==> src/rtl/serial_sub_pkg.sv <==
// Shared types for the bit-serial subtractor.
// Imported by the top and the full-subtractor cell.
package serial_sub_pkg;

    typedef enum logic [1:0] {
        IDLE  = 2'd0,
        SHIFT = 2'd1,
        DONE  = 2'd2
    } sub_state_t;

    // Counter width able to hold 0..w.
    function automatic int unsigned cnt_bits(input int unsigned w);
        return (w < 2) ? 1 : $clog2(w + 1);
    endfunction

endpackage

==> src/rtl/serial_sub_fs.sv <==
// Combinational full subtractor: d = a ^ b ^ bin with borrow out.
// Mirror image of the full-adder cell.
module fs_cell (
    input  logic a,
    input  logic b,
    input  logic bin,
    output logic d,
    output logic bout
);

    assign d    = a ^ b ^ bin;
    assign bout = (~a & b) | (~(a ^ b) & bin);

endmodule

==> src/rtl/serial_sub.sv <==
// Bit-serial subtractor: diff = a - b - bin, LSB first, one bit per clock.
// Operands in and results out over valid/ready handshakes.
module serial_sub
    import serial_sub_pkg::*;
#(
    parameter int WIDTH = 8
) (
    input  logic             clk,
    input  logic             rst,
    input  logic             in_valid,
    output logic             in_ready,
    input  logic [WIDTH-1:0] a,
    input  logic [WIDTH-1:0] b,
    input  logic             bin,
    output logic             out_valid,
    input  logic             out_ready,
    output logic [WIDTH-1:0] diff,
    output logic             bout
);

    localparam int unsigned CW = cnt_bits(WIDTH);

    typedef logic [CW-1:0] cnt_t;

    localparam cnt_t LAST = cnt_t'(WIDTH - 1);

    sub_state_t       state;
    sub_state_t       state_n;
    logic [WIDTH-1:0] a_sh;
    logic [WIDTH-1:0] b_sh;
    logic [WIDTH-1:0] diff_sh;
    logic [WIDTH-1:0] diff_nx;
    logic [WIDTH-1:0] diff_r;
    logic             bout_r;
    logic             brw;
    logic             brw_n;
    logic             d_bit;
    cnt_t             count;
    logic             accept;
    logic             last;
    logic             handoff;

    fs_cell u_fs (
        .a   (a_sh[0]),
        .b   (b_sh[0]),
        .bin (brw),
        .d   (d_bit),
        .bout(brw_n)
    );

    // New bit enters at the MSB so the LSB-first stream ends up in place.
    generate
        if (WIDTH == 1) begin : g_one
            assign diff_nx = d_bit;
        end else begin : g_many
            assign diff_nx = {d_bit, diff_sh[WIDTH-1:1]};
        end
    endgenerate

    assign in_ready  = (state == IDLE);
    assign out_valid = (state == DONE);
    assign diff      = diff_r;
    assign bout      = bout_r;

    assign accept  = in_valid && in_ready;
    assign last    = (count == LAST);
    assign handoff = out_valid && out_ready;

    always_comb begin
        state_n = state;
        unique case (state)
            IDLE:    if (accept)  state_n = SHIFT;
            SHIFT:   if (last)    state_n = DONE;
            DONE:    if (handoff) state_n = IDLE;
            default:              state_n = IDLE;
        endcase
    end

    always_ff @(posedge clk) begin
        if (rst) state <= IDLE;
        else     state <= state_n;
    end

    always_ff @(posedge clk) begin
        if (rst) begin
            a_sh    <= '0;
            b_sh    <= '0;
            diff_sh <= '0;
            diff_r  <= '0;
            bout_r  <= 1'b0;
            brw     <= 1'b0;
            count   <= '0;
        end else begin
            unique case (state)
                IDLE: begin
                    if (accept) begin
                        a_sh  <= a;
                        b_sh  <= b;
                        brw   <= bin;
                        count <= '0;
                    end
                end
                SHIFT: begin
                    a_sh    <= a_sh >> 1;
                    b_sh    <= b_sh >> 1;
                    diff_sh <= diff_nx;
                    brw     <= brw_n;
                    count   <= count + cnt_t'(1);
                    // Publish the result on the same edge that enters DONE.
                    if (last) begin
                        diff_r <= diff_nx;
                        bout_r <= brw_n;
                    end
                end
                default: ;
            endcase
        end
    end

endmodule
==> config.mk <==
export PLATFORM = sky130hd
export DESIGN_NAME = serial_sub
export DESIGN_NICKNAME = d
export VERILOG_FILES = /design/src/rtl/serial_sub_pkg.sv /design/src/rtl/serial_sub_fs.sv /design/src/rtl/serial_sub.sv
export SDC_FILE = /design/constraint.sdc
export NUM_CORES = 1
export LEC_CHECK = 0
export BUFFER_PORTS_ARGS = -buffer_cell sky130_fd_sc_hd__buf_2
export CAP_MARGIN = 10
export CORE_MARGIN = 10
export CORE_UTILIZATION = 54
export CTS_CLUSTER_DIAMETER = 40
export DETAILED_ROUTE_END_ITERATION = 8
export PLACE_DENSITY = 0.84
export SYNTH_ARGS = -nofsm -noshare
export SYNTH_HDL_FRONTEND = slang
export SYNTH_SLANG_ARGS = --single-unit
==> constraint.sdc <==
create_clock -name clk -period 1.66 [get_ports clk]
set_input_delay 0.249 -clock clk [delete_from_list [all_inputs] [get_ports clk]]
set_output_delay 0.249 -clock clk [all_outputs]
set_load 0.02 [all_outputs]
* Yosys cells after proc, flatten, opt, wreduce, memory -nomap -nowiden
Cells that the tools add are included.
Storage, ports and cells: flip-flop bits (word level) 40, input bits 21, output and inout bits 11, word-level logic and storage cells 41
Cells by class: add/sub/neg operators 1, equal/unequal tests 6, mux-type cells 12, bitwise logic cells 7, reduce and logical (&&, ||, !) cells 7
Operator list (number):
- 8-bit case mux with 2 select lines | 2
- 8-bit 2-to-1 mux | 2
- 4-bit case mux with 2 select lines | 1
- 2-bit 2-to-1 mux | 3
- 2-bit case mux with 3 select lines | 1
- 4-bit by 1-bit adder with 4-bit output, second input constant | 1
- 4-bit by 3-bit equality test with 1-bit output, second input constant | 1
- 4-bit 2-to-1 mux | 1
- 2-bit by 1-bit inequality test with 1-bit output, second input constant | 2
- 2-bit AND reduction | 2
- 3-bit AND reduction | 1
- 1-bit AND | 2
- 2-bit by 1-bit equality test with 1-bit output, second input constant | 1
- 2-bit equality test, second input constant | 1
- 1-bit logical AND | 2
- 2-bit zero test | 1
- 2-bit inequality test, second input constant | 1
- 1-bit inverter | 2
- 1-bit case mux with 2 select lines | 1
- 2-bit nonzero test | 1
- 1-bit bitwise XOR | 2
- 1-bit 2-to-1 mux | 1
- 1-bit bitwise OR | 1

* Longest topological paths before layout
depth after elaboration 5, gate-level depth with buffers 5, mapped depth without buffers 5

* Cells and area by module
A second synthesis with hierarchy kept.
Second synthesis, totals: cells, all modules 199, area total of the unflattened synthesis 1697.9 µm²
Modules (own cells, without submodules):
- serial_sub | instances 1, cells each 195, area each 1666.6 µm², sequential area each 780.7 µm²
- fs_cell | instances 1, cells each 4, area each 31.3 µm², sequential area each 0.0 µm²

* Worst setup path before layout
OpenSTA, ideal clock, no wires.
path kind register to register, from register state[0], to register a_sh[7], library setup time 0.065 ns, arrival time 1.211 ns, data required time 1.595 ns, path slack 0.384 ns, stages on the path, launching flop included 6, path buffers 2, clock period less this slack 1.276 ns, cell sequence dfxtp_1 -> buf_4 -> buf_4 -> nor2_1 -> a32oi_1 -> nor2_1
Between the ends: word-level cells in the longest chain between the ends 4, elaborated cells between the ends (all ways) 7, classes of those cells 2 x eq/ne; 1 x mux; 4 x reduce/logical
RTL lines:
- start: declaration | line serial_sub.sv:27 | sub_state_t state;
- start signal: assignment | line serial_sub.sv:81 | else state <= state_n;
- 2-bit zero test * | line serial_sub.sv:60 | assign in_ready = (state == IDLE);
- net in_ready | line serial_sub.sv:11 | output logic in_ready,
- 1-bit logical AND | line serial_sub.sv:65 | assign accept = in_valid && in_ready;
- 2-bit by 1-bit inequality test with 1-bit output (no source line)
- 2-bit AND reduction (no source line)
- end signal: assignment | line serial_sub.sv:104 | a_sh <= a_sh >> 1;
- end: declaration | line serial_sub.sv:29 | logic [WIDTH-1:0] a_sh;
The timed path passes the listed nets; every way through them passes the cells marked *. A chain may end at the register's enable or synchronous reset.

* Final worst setup path
from register state[0], to output port in_ready
Between the ends: word-level cells in the longest chain between the ends 1
RTL lines (line):
- 2-bit zero test | serial_sub.sv:60
- end: declaration | serial_sub.sv:11
Every way passes these cells.

==> results.tsv <==
stage	metric	value	unit
status	status	complete, no violations	
floorplanning	starting density of the core	55.5	%
global_route	first-pass GRT wire length	5530	um
detailed_routing	routed len/inst	13.0	um
synthesis	dominant synthesized flop cell	dfxtp_1	
floorplanning	# IOs	32	
sta	Max-Slew Margin vs Limit	68.0	%
synthesis	Yosys reg bits	39	
sta	fin crit share	91.8	%
pwr	Leak Pwr	0.000764	uW
detailed_routing	post-DR vias/cell	5.36	
job	max-cap violations	0	
synthesis	post-synthesis cell type count	30	
pwr	Combinational Power Share	12.5	%
sta	# setup viols final	0	
clocking	Clock Latency Late Sink	0.34	ns
layout	fin nets	243	
clocking	CTS tree	done	
synthesis	Syn Inst Count	191	
setup_path	Critical Path End Type	output pin	
synthesis	synth top area cells	dfxtp_1 (46%), a211oi_1 (6.3%), nor2_1 (6.3%)	
detailed_routing	DR vias	1410	
floorplanning	total core area	0.00303	mm2
floorplanning	full die area	0.00574	mm2
layout	Area Overhead vs Synth	13.6	%
hold_path	Hold Crit Class	primary input to flop	
sta	Worst-Margin Slew	0.480	ns
setup_path	peak fanout along the critical path	12	
sta	Setup TNS	0	ns
layout	Final Util	63.0	%
pwr	maximum vdd drop	420	uV
global_route	antenna violations before repair	0	
detailed_routing	top sig layer	met4	
sta	Min Clock Period, post-route	1.52	ns
clocking	CTS Buf Count	5	
setup_path	R2R setup slack	0.30	ns
sta	RSZ-0062 raised after global routing	false	
detailed_routing	wire length on met2	1530	um
synthesis	post-synthesis net count	214	
setup_path	Worst setup SP type	flop	
placed_design	DP Area	0.00187	mm2
detailed_routing	met3 wire length	124	um
pwr	Pwr Total	1630	uW
layout	layout cells sized above 1	24.7	%
layout	fillcell total	258	
placed_design	dpl hpwl	2470	um
pwr	Seq pwr share	61.7	%
placed_design	Placed Cells	257	
pwr	Sw Pwr	414	uW
global_route	gr usage total	12.3	%
clocking	Clock Sinks	39	
clocking	Clock Tree Buf Depth	2	
detailed_routing	wl on met1	1680	um
clocking	htree depth	2	
synthesis	share of the synthesized area in the top cell type	46.5	%
layout	ANT cells	0	
pwr	PD cells	856	mW/mm2
detailed_routing	final WL	3420	um
sta	final hold vios	0	
setup_path	worst endpoint required time	1.41	ns
floorplanning	FP Rows	20	
global_route	largest net degree at the start of global routing	29	
placed_design	GPL Wtd Cong	0.791	
setup_path	crit path kind	flop to output pin	
setup_path	CP Launch Point	state[0]	
detailed_routing	First-pass DRT Iterations	4	
clocking	Root Buffer	clkbuf_4	
pwr	Net Sw Frac	25.3	%
layout	most frequent cells in the layout	dfxtp_1 (38), buf_2 (31), nor2_1 (28), nand2_1 (19), a21oi_1 (17)	
floorplanning	chip width	75.8	um
pwr	Clk pwr share	25.8	%
synthesis	Netlist Area Pre-Place	0.00168	mm2
synthesis	syn avg cell area	8.80	um2
floorplanning	Die H	75.8	um
setup_path	Critical Path AT	1.28	ns
detailed_routing	# DRC	0	
layout	Post-Layout Inst Area	0.00191	mm2
synthesis	EDFF count, synth	0	
sta	fmax	656	MHz
synthesis	ys async rst share	0	%
setup_path	worst setup path endpoint	in_ready	
layout	most common cell after layout, fill and taps aside	dfxtp_1	
synthesis	register area share after synthesis	46.5	%
global_route	gr ovfl total	0	
pwr	Pint	1220	uW
sta	Pins Over Slew Limit	0	
setup_path	Crit Reg-Reg Endpoint	bout	
detailed_routing	Post-DRT Antenna Nets	0	
placed_design	PortBufs	31	
synthesis	Syn. warnings	0	
synthesis	largest area contributor in the netlist	dfxtp_1	
sta	Max Clock Skew	0.00452	ns
detailed_routing	DR iter-0 viols	151	
setup_path	R2R depth	5	
global_route	vias in the first global route	1279	
setup_path	worst r2r src	count[0]	
layout	final cell count without fillers	263	
clocking	clock slew at reported path FFs	0.10	ns
==> per-stage QoR <==
stage	setup WS (ns)	hold WS [ns]
after detailed placement	0.226	0.465
after global placement	0.294	0.445
after global routing	0.0505	0.184
after floorplan	0.384	0.421
after CTS	0.0399	0.165
final	0.136	0.174
==> worst max-delay path: stages, from the launching register on <==
cell and delay (ns):
dfxtp_2 0.39, buf_4 0.18, nor2_1 0.16, buf_2 0.20
==> cells by family after synthesis <==
logic type	synth area share, %
AND/OR/NAND/NOR	15.9
multiplexers	0.596
AO/OA/AOI/OAI	28.7
adder cells (fa/ha/maj)	1.94
buffers and inverters	6.48
flip-flops	46.5
==> sequential cells by signal, summed over array words and instances, names as in the netlist <==
| signal | flops |
|---|---|
| state | 2 |
| count | 4 |
| a_sh | 8 |
| brw | 1 |
| bout | 1 |
| diff_sh | 7 |
| diff | 8 |
| b_sh | 8 |
==> repair_timing <==
| action | in CTS | in global routing |
|---|---|---|
| setup buffers | 0 | 0 |
| hold buffers | 0 | 0 |
| endpoints found under the setup margin | 0 | 2 |
| gates resized for setup | 0 | 1 |
==> cell usage after synthesis (2+ instances only) <==
cell / count
nor2b_1: 2
a22oi_1: 2
nor2_1: 28
o22ai_1: 5
inv_1: 5
a221oi_1: 2
nand2_1: 19
dfxtp_1: 39
a21bo_2: 8
buf_4: 5
nand2b_1: 2
clkbuf_1: 7
a211oi_1: 14
o2bb2ai_1: 9
buf_2: 3
nand3_1: 10
a21oi_1: 17
a32oi_1: 2
==> cell type report <==
class / instances / area, um2 / share of cell area (%)
clock buffers: 6 / 41.3 / 2.16
multi-input cells: 131 / 791 / 41.4
repair buffers: 38 / 220 / 11.5
flip-flops and latches: 39 / 782 / 41.0
inverters: 5 / 18.8 / 0.984
well taps: 44 / 55.1 / 2.89
==> power by group through the flow <==
stage          Clock [uW]  Sequential [uW]  Combinational (uW)
6_report              421             1010                 204
5_1_grt               468             1010                 230
4_1_cts               428             1010                 205
3_5_place_dp            0             1030                 205
3_3_place_gp            0             1030                 202
2_1_floorplan           0             1020                 157
==> metal layers <==
metal  track usage, %  vias to the layer above
met2             18.5                       23
met1             15.6                      645
met5                0                        -
li1                 -                      734
met4             7.01                        0
met3             2.99                        8
==> how the worst min path moves through the flow <==
stage	from	to	slack, ns	depth (start not counted)
2_1_floorplan	a[7]	a_sh[7]	0.42	2
6_report	a[7]	a_sh[7]	0.17	3
4_1_cts	a[7]	a_sh[7]	0.17	3
3_3_place_gp	diff_sh[1]	diff_sh[1]	0.44	2
5_1_grt	a[7]	a_sh[7]	0.18	3
3_5_place_dp	diff_sh[4]	diff_sh[3]	0.47	2
Power figures use the tool's default switching activity.
